$ cat src/rtl/xspi_req_arb2.sv
// xspi_req_arb2: two-requester, burst-locking round-robin arbiter with a
// one-deep registered valid/ready output stage toward the XSPI controller.
// Requester 0 is the write channel, requester 1 the read channel.
module xspi_req_arb2 #(
    parameter int WIDTH = 32
) (
    input  logic             clk,
    input  logic             reset,
    input  logic             d0_valid,
    input  logic [WIDTH-1:0] d0_data,
    input  logic             d0_last,
    output logic             d0_ready,
    input  logic             d1_valid,
    input  logic [WIDTH-1:0] d1_data,
    input  logic             d1_last,
    output logic             d1_ready,
    output logic             z_valid,
    output logic [WIDTH-1:0] z_data,
    output logic             z_last,
    output logic             z_src,
    input  logic             z_ready,
    output logic             sel,
    output logic             busy
);

    typedef enum logic [1:0] {
        IDLE = 2'd0,
        GNT0 = 2'd1,
        GNT1 = 2'd2
    } state_t;

    state_t           state_r;
    state_t           state_nxt_s;
    logic             pri_r;
    logic             z_valid_r;
    logic [WIDTH-1:0] z_data_r;
    logic             z_last_r;
    logic             z_src_r;

    logic             win_s;      // requester currently selected by the mux
    logic             gnt_s;      // some requester holds the selection
    logic             ld_s;       // output stage can take a beat this cycle
    logic             acc_s;      // a beat is transferred this cycle
    logic             acc_src_s;
    logic             acc_last_s;
    logic [WIDTH-1:0] acc_data_s;

    // Output stage is free when empty or when its beat leaves this cycle.
    assign ld_s = !z_valid_r || z_ready;

    // Winner selection: round-robin in IDLE, locked to the owner during a burst.
    always_comb begin
        win_s = 1'b0;
        gnt_s = 1'b0;
        case (state_r)
            IDLE: begin
                if (d0_valid && d1_valid) begin
                    win_s = pri_r;
                    gnt_s = 1'b1;
                end else if (d1_valid) begin
                    win_s = 1'b1;
                    gnt_s = 1'b1;
                end else if (d0_valid) begin
                    win_s = 1'b0;
                    gnt_s = 1'b1;
                end else begin
                    win_s = 1'b0;
                    gnt_s = 1'b0;
                end
            end
            GNT0: begin
                win_s = 1'b0;
                gnt_s = 1'b1;
            end
            GNT1: begin
                win_s = 1'b1;
                gnt_s = 1'b1;
            end
            default: begin
                win_s = 1'b0;
                gnt_s = 1'b0;
            end
        endcase
    end

    assign d0_ready = ld_s && gnt_s && !win_s && d0_valid;
    assign d1_ready = ld_s && gnt_s &&  win_s && d1_valid;

    assign acc_s      = d0_ready || d1_ready;
    assign acc_src_s  = d1_ready;
    assign acc_last_s = d1_ready ? d1_last : d0_last;
    assign acc_data_s = d1_ready ? d1_data : d0_data;

    // Next-state: lock on a multi-beat burst start, release on its last beat.
    always_comb begin
        state_nxt_s = state_r;
        case (state_r)
            IDLE: begin
                if (acc_s && !acc_last_s) begin
                    state_nxt_s = acc_src_s ? GNT1 : GNT0;
                end else begin
                    state_nxt_s = IDLE;
                end
            end
            GNT0: begin
                if (acc_s && acc_last_s) begin
                    state_nxt_s = IDLE;
                end else begin
                    state_nxt_s = GNT0;
                end
            end
            GNT1: begin
                if (acc_s && acc_last_s) begin
                    state_nxt_s = IDLE;
                end else begin
                    state_nxt_s = GNT1;
                end
            end
            default: begin
                state_nxt_s = IDLE;
            end
        endcase
    end

    // State register.
    always_ff @(posedge clk or posedge reset) begin
        if (reset) begin
            state_r <= IDLE;
        end else begin
            state_r <= state_nxt_s;
        end
    end

    // Priority pointer: the first beat of a burst hands preference to the other side.
    always_ff @(posedge clk or posedge reset) begin
        if (reset) begin
            pri_r <= 1'b0;
        end else if (acc_s && (state_r == IDLE)) begin
            pri_r <= !acc_src_s;
        end
    end

    // Output register: load on accept, drain on downstream handshake, else hold.
    always_ff @(posedge clk or posedge reset) begin
        if (reset) begin
            z_valid_r <= 1'b0;
            z_data_r  <= {WIDTH{1'b0}};
            z_last_r  <= 1'b0;
            z_src_r   <= 1'b0;
        end else if (acc_s) begin
            z_valid_r <= 1'b1;
            z_data_r  <= acc_data_s;
            z_last_r  <= acc_last_s;
            z_src_r   <= acc_src_s;
        end else if (z_valid_r && z_ready) begin
            z_valid_r <= 1'b0;
        end
    end

    assign z_valid = z_valid_r;
    assign z_data  = z_data_r;
    assign z_last  = z_last_r;
    assign z_src   = z_src_r;
    assign sel     = win_s;
    assign busy    = (state_r != IDLE);

endmodule

$ cat config.mk
export PLATFORM = sky130hd
export DESIGN_NAME = xspi_req_arb2
export DESIGN_NICKNAME = d
export VERILOG_FILES = /design/src/rtl/xspi_req_arb2.sv
export SDC_FILE = /design/constraint.sdc
export NUM_CORES = 1
export LEC_CHECK = 0
export ABC_CLOCK_PERIOD_IN_PS = 2000
export CORE_ASPECT_RATIO = 1.75
export CORE_UTILIZATION = 35
export CTS_BUF_LIST = sky130_fd_sc_hd__clkbuf_16
export DETAILED_ROUTE_END_ITERATION = 8
export PLACE_DENSITY = 0.78
export SETUP_SLACK_MARGIN = 0.02
export SLEW_MARGIN = 10
export SYNTH_ARGS = -nofsm -noshare
export SYNTH_HDL_FRONTEND = slang
export SYNTH_SLANG_ARGS = --single-unit
$ cat constraint.sdc
create_clock -name clk -period 2 [get_ports clk]
set_input_delay 0.5 -clock clk [delete_from_list [all_inputs] [get_ports clk]]
set_output_delay 0.5 -clock clk [all_outputs]
set_load 0.1 [all_outputs]
Yosys cells after proc, flatten, opt, wreduce, memory -nomap -nowiden --
Cells that the tools add are included.
Operators by class: equality and inequality tests 2, multiplexer cells 16, reduce and logical (&&, ||, !) cells 20
Operators with widths (count):
- 32-bit 2-to-1 mux | 1
- 1-bit logical AND | 10
- 1-bit 2-to-1 mux | 9
- 2-bit 2-to-1 mux | 3
- 2-bit case mux with 3 select lines | 1
- 1-bit logical NOT | 4
- 1-bit case mux with 2 select lines | 2
- 2-bit nonzero test | 2
- 2-bit by 1-bit == test with 1-bit output, second input constant | 1
- 2-bit == test, second input constant | 1
- 2-bit logical NOT | 1
- 1-bit logical OR | 2
- 2-bit OR reduction | 1
Storage, ports and cells: register bits 38, input bits 71, output and inout port bits 39, logic and storage cells 44

Depth between registers and ports, before layout --
Gate-level depths: netlist (run 1).
word-level depth 12, mapped depth 9, depth with buffers taken out 6

Worst setup path before layout (run 1) --
Ideal clock, no wire load.
path kind register -> output, start point reg z_valid_r, in the netlist z_valid, end point out d1_ready, arrival time 3.271 ns, data required time 1.500 ns, slack -1.771 ns, cell stages (with the launch flop) 4, buffers on the path 0, path through dfrtp_1 -> nand2b_1 -> o21ai_0 -> nor3_1
On the way: longest elaborated chain between the ends 5
RTL lines:
- start, declared | RTL line 35 | logic z_valid_r;
- start signal, assigned | RTL line 146 | z_valid_r <= 1'b0;
- start signal, assigned | RTL line 151 | z_valid_r <= 1'b1;
- start signal, assigned | RTL line 156 | z_valid_r <= 1'b0;
- 1-bit logical NOT | RTL line 49 | assign ld_s = !z_valid_r || z_ready;
- 1-bit logical OR | RTL line 49
- 1-bit logical AND (3 in a row) | RTL line 87 | assign d1_ready = ld_s && gnt_s && win_s && d1_valid;
- end, declared | RTL line 16 | output logic d1_ready,
Every way passes these cells.

Final worst setup path (run 1) --
start point reg state_r[0], end point out d0_ready
On the way: longest elaborated chain between the ends 6, elaborated cells on any way between the ends 10, classes of those cells eq/ne (2); mux (2); reduce/logical (6)
RTL lines:
- start, declared | RTL line 32 | state_t state_r;
- start signal, assigned | RTL line 130 | state_r <= state_nxt_s;
- 2-bit == test / 2-bit by 1-bit == test with 1-bit output (equally long branches) | RTL line 55 | case (state_r)
- 2-bit OR reduction (no source line)
- 1-bit case mux with 2 select lines | RTL line 55
- 1-bit logical AND | RTL line 86 | assign d0_ready = ld_s && gnt_s && !win_s && d0_valid;
- 1-bit logical AND (*) (2 in a row) | RTL line 86
- end, declared | RTL line 12 | output logic d0_ready,
Mark *: on every way between the ends. The rest lies on a longest branch, timed or not.

==> out/results.tsv, run 1 <==
stage	metric	value	unit
run_status	status	complete, but fails checks	
run_status	violated checks	setup timing	
timing	max_slew headroom	60.7	%
yosys	Post-synth ARST share	100	%
place	Placement Cell Area	3510	um^2
clock_network	Root Driver	clkbuf_16	
timing	Final Hold Fails	0	
yosys	average cell area after synthesis	10.9	um^2
clock_network	CTS tree	done	
detailed_routing	Routed Antenna Nets	0	
yosys	synth top area cells	dfrtp_1, mux2i_1, a21oi_2	
timing	RSZ-0062 raised after global routing	yes	
hold_path	min-delay worst type	reg2reg	
finish	ANT cells	0	
yosys	Yosys warnings	0	
global_route	GRT met1 Usage	18.5	%
detailed_routing	final wirelength	5.55	mm
timing	fin crit period	2.19	ns
global_route	via count of the first global-routing pass	1923	
die	DIE HEIGHT	104	um
global_route	largest net degree at the start of global routing	37	
timing	final hold slack	0.511	ns
clock_network	hold_buf cts	0	
critical_path	CP Class	reg2out	
yosys	post-synth top area share	45.3	%
yosys	register area share after synthesis	45.3	%
critical_path	CP Max Fanout	5	
timing	Final Cycle Share	110	%
yosys	top_reg_cell synth	dfrtp_1	
clock_network	H-tree levels	2	
timing	f_max	0.456	GHz
place	IO Port Bufs	109	
timing	Slew @ Worst Pin	0.585	ns
die	core outline area	5830	um^2
critical_path	setup slack, reg-to-reg	0.09	ns
critical_path	element type at the critical path end	output pin	
die	# IOs	110	
global_route	GR Util met2	32.6	%
global_route	GRT Max-Usage Layer	met2	
finish	fin nets	389	
detailed_routing	DR vias	1928	
clock_network	clk slew on worst S/H paths	0.05	ns
yosys	area leader, netlist	dfrtp_1	
detailed_routing	DR WL/cell	14.2	um
die	Die Area	6320	um^2
detailed_routing	Vias/cell	4.92	
global_route	first-pass GRT wire length	8.63	mm
detailed_routing	# DRC	0	
critical_path	Critical Path Source Type	register	
die	Cell Rows	37	
clock_network	total CTS buffers	5	
global_route	initial antenna violation count	0	
clock_network	worst-skew pair later-pin latency	0.27	ns
detailed_routing	drt first pass iters	4	
yosys	syn_nets	268	
global_route	gr ovfl total	0	
critical_path	worst-case reg-to-reg path depth	8	
place	RePlAce Congestion	0.862	
finish	final instance area	3760	um^2
critical_path	CP Data Arrival Time	1.69	ns
finish	fill count	479	
yosys	synthesized instance count	192	
timing	Finish-stage setup viols	2	
critical_path	Crit path required time	1.50	ns
run	Max Cap Viol	0	
die	die width	60.5	um
global_route	GR Util All Layers	18.1	%
yosys	Yosys cell types	25	
die	effective utilization at floorplan	36.0	%
clock_network	Max clock buf depth	2	
hold_path	Hold Crit Depth	2	
timing	pins over their slew limit	0	
timing	Post-Route Skew	0.00690	ns
clock_network	Clock Sinks	38	
yosys	post-synthesis register bit count	38	
yosys	Post-synth EDFFs	0	
timing	worst setup margin	-0.193	ns
global_route	met3 GRT Util	3.48	%
yosys	mapped cell area	2100	um^2
detailed_routing	DR iter-0 viols	50	
place	DP Wirelength	4.30	mm
finish	Syn-to-layout area delta	79.3	%
finish	share of layout cells above drive strength 1	36.3	%
==> metrics by stage <==
step | util (%) | setup TNS, ns | setup WS, ns | instances
after detailed placement | 60.2 | -13.24 | -0.390 | 377
after global routing | 64.5 | -0.550 | -0.271 | 392
final | 64.5 | -0.318 | -0.193 | 392
after floorplan | - | -0.414 | -0.269 | 192
after CTS | 63.5 | -0.391 | -0.198 | 389
after global placement | 60.2 | -11.08 | -0.335 | 377
==> cell type report <==
cell class | instances | area [um^2] | share of cell area, %
Timing Repair Buffer | 129 | 1430 | 37.9
Clock inverter | 3 | 12.5 | 0.332
Inverter | 7 | 30.0 | 0.798
Clock buffer | 5 | 125 | 3.32
Multi-Input combinational cell | 132 | 1120 | 29.7
Sequential cell | 38 | 955 | 25.4
Tap cell | 78 | 97.6 | 2.59
==> placed cells by master (no fill, tap or decap), types with 2 or more instances in the layout <==
cell	instances
nand2_1	5
clkinv_1	2
dlygate4sd2_1	2
a21oi_2	30
inv_2	2
a21oi_1	34
clkbuf_16	5
a31oi_1	4
clkdlybuf4s50_1	68
mux2i_1	32
o21a_4	2
buf_12	22
dfrtp_1	37
ha_4	2
ha_2	2
buf_4	34
a22o_1	2
buf_6	3
inv_1	4
o21ai_0	2
==> worst max-delay path: stages, from the launching register on <==
cell and delay, ns:
dfrtp_1 0.36, inv_2 0.08, ha_2 0.21, nand2b_1 0.18, a31oi_2 0.22, nand2_2 0.12
clkinvlp_4 0.09, buf_12 0.16
==> state kept, by name, indices dropped and copies added (netlist names) <==
| name | count |
|---|---|
| pri_r | 1 |
| z_data | 32 |
| state_r | 2 |
| z_src | 1 |
| z_valid | 1 |
| z_last | 1 |
==> synthesized netlist by cell type (2+ instances only) <==
library cell	number
a21oi_1	34
a21oi_2	30
a22o_1	2
a31oi_1	5
buf_4	3
buf_6	5
clkbuf_1	6
dfrtp_1	38
ha_1	5
inv_1	7
mux2i_1	32
nand2_1	7
nand2b_1	2
o21a_1	3
o21ai_0	3
==> metal layers <==
metal,vias up,part of all wire (%)
met5,-,0
met2,71,56
met1,905,36
met4,0,3.9
met3,20,4.1
li1,932,-
==> path summary, 6_finish.rpt <==
check	startpoint	end
max	state_r[0]$_DFF_PP0_	d0_ready
min	z_data[23]$_DFFE_PP0P_	z_data[23]$_DFFE_PP0P_
max reg2reg	state_r[1]$_DFF_PP0_	z_data[31]$_DFFE_PP0P_
min reg2reg	z_data[23]$_DFFE_PP0P_	z_data[23]$_DFFE_PP0P_
max in group asynchronous	reset	z_data[5]$_DFFE_PP0P_
min in group asynchronous	reset	z_data[14]$_DFFE_PP0P_
==> cell families (layout without fill, tap and decap cells) <==
logic type | after synthesis | after routing | synth area share [%]
buffers and inverters | 22 | 144 | 6.44
adders and majority gates | 5 | 5 | 2.98
DFF | 38 | 38 | 45.3
and+or+nand+nor | 13 | 13 | 3.22
muxes | 32 | 32 | 15.3
AOI/OAI and AO/OA | 82 | 82 | 26.8
==> what timing repair did <==
item                       4_1_cts  5_1_grt
setup endpoints to repair       35       34
hold endpoints to repair         0        0
cloned                           0        0
gates resized for setup          8        7
buffers inserted                 4        3
pin swaps                        4        3
Power of run 1 is not shown: default switching activity piles up to over one toggle a cycle in this logic, so the estimate is an artifact.
==> run 2: changes to the inputs <==
--- a/config.mk
+++ b/config.mk
@@ -10,6 +10,7 @@
 export CORE_UTILIZATION = 35
 export CTS_BUF_LIST = sky130_fd_sc_hd__clkbuf_16
 export DETAILED_ROUTE_END_ITERATION = 8
+export HOLD_SLACK_MARGIN = 0.12
 export PLACE_DENSITY = 0.78
 export SETUP_SLACK_MARGIN = 0.02
 export SLEW_MARGIN = 10
==> results of run 2 <==
Same layout as run 1: the final DEF is identical, and so are final timing and power.
Power of run 2 is left out for the same reason.
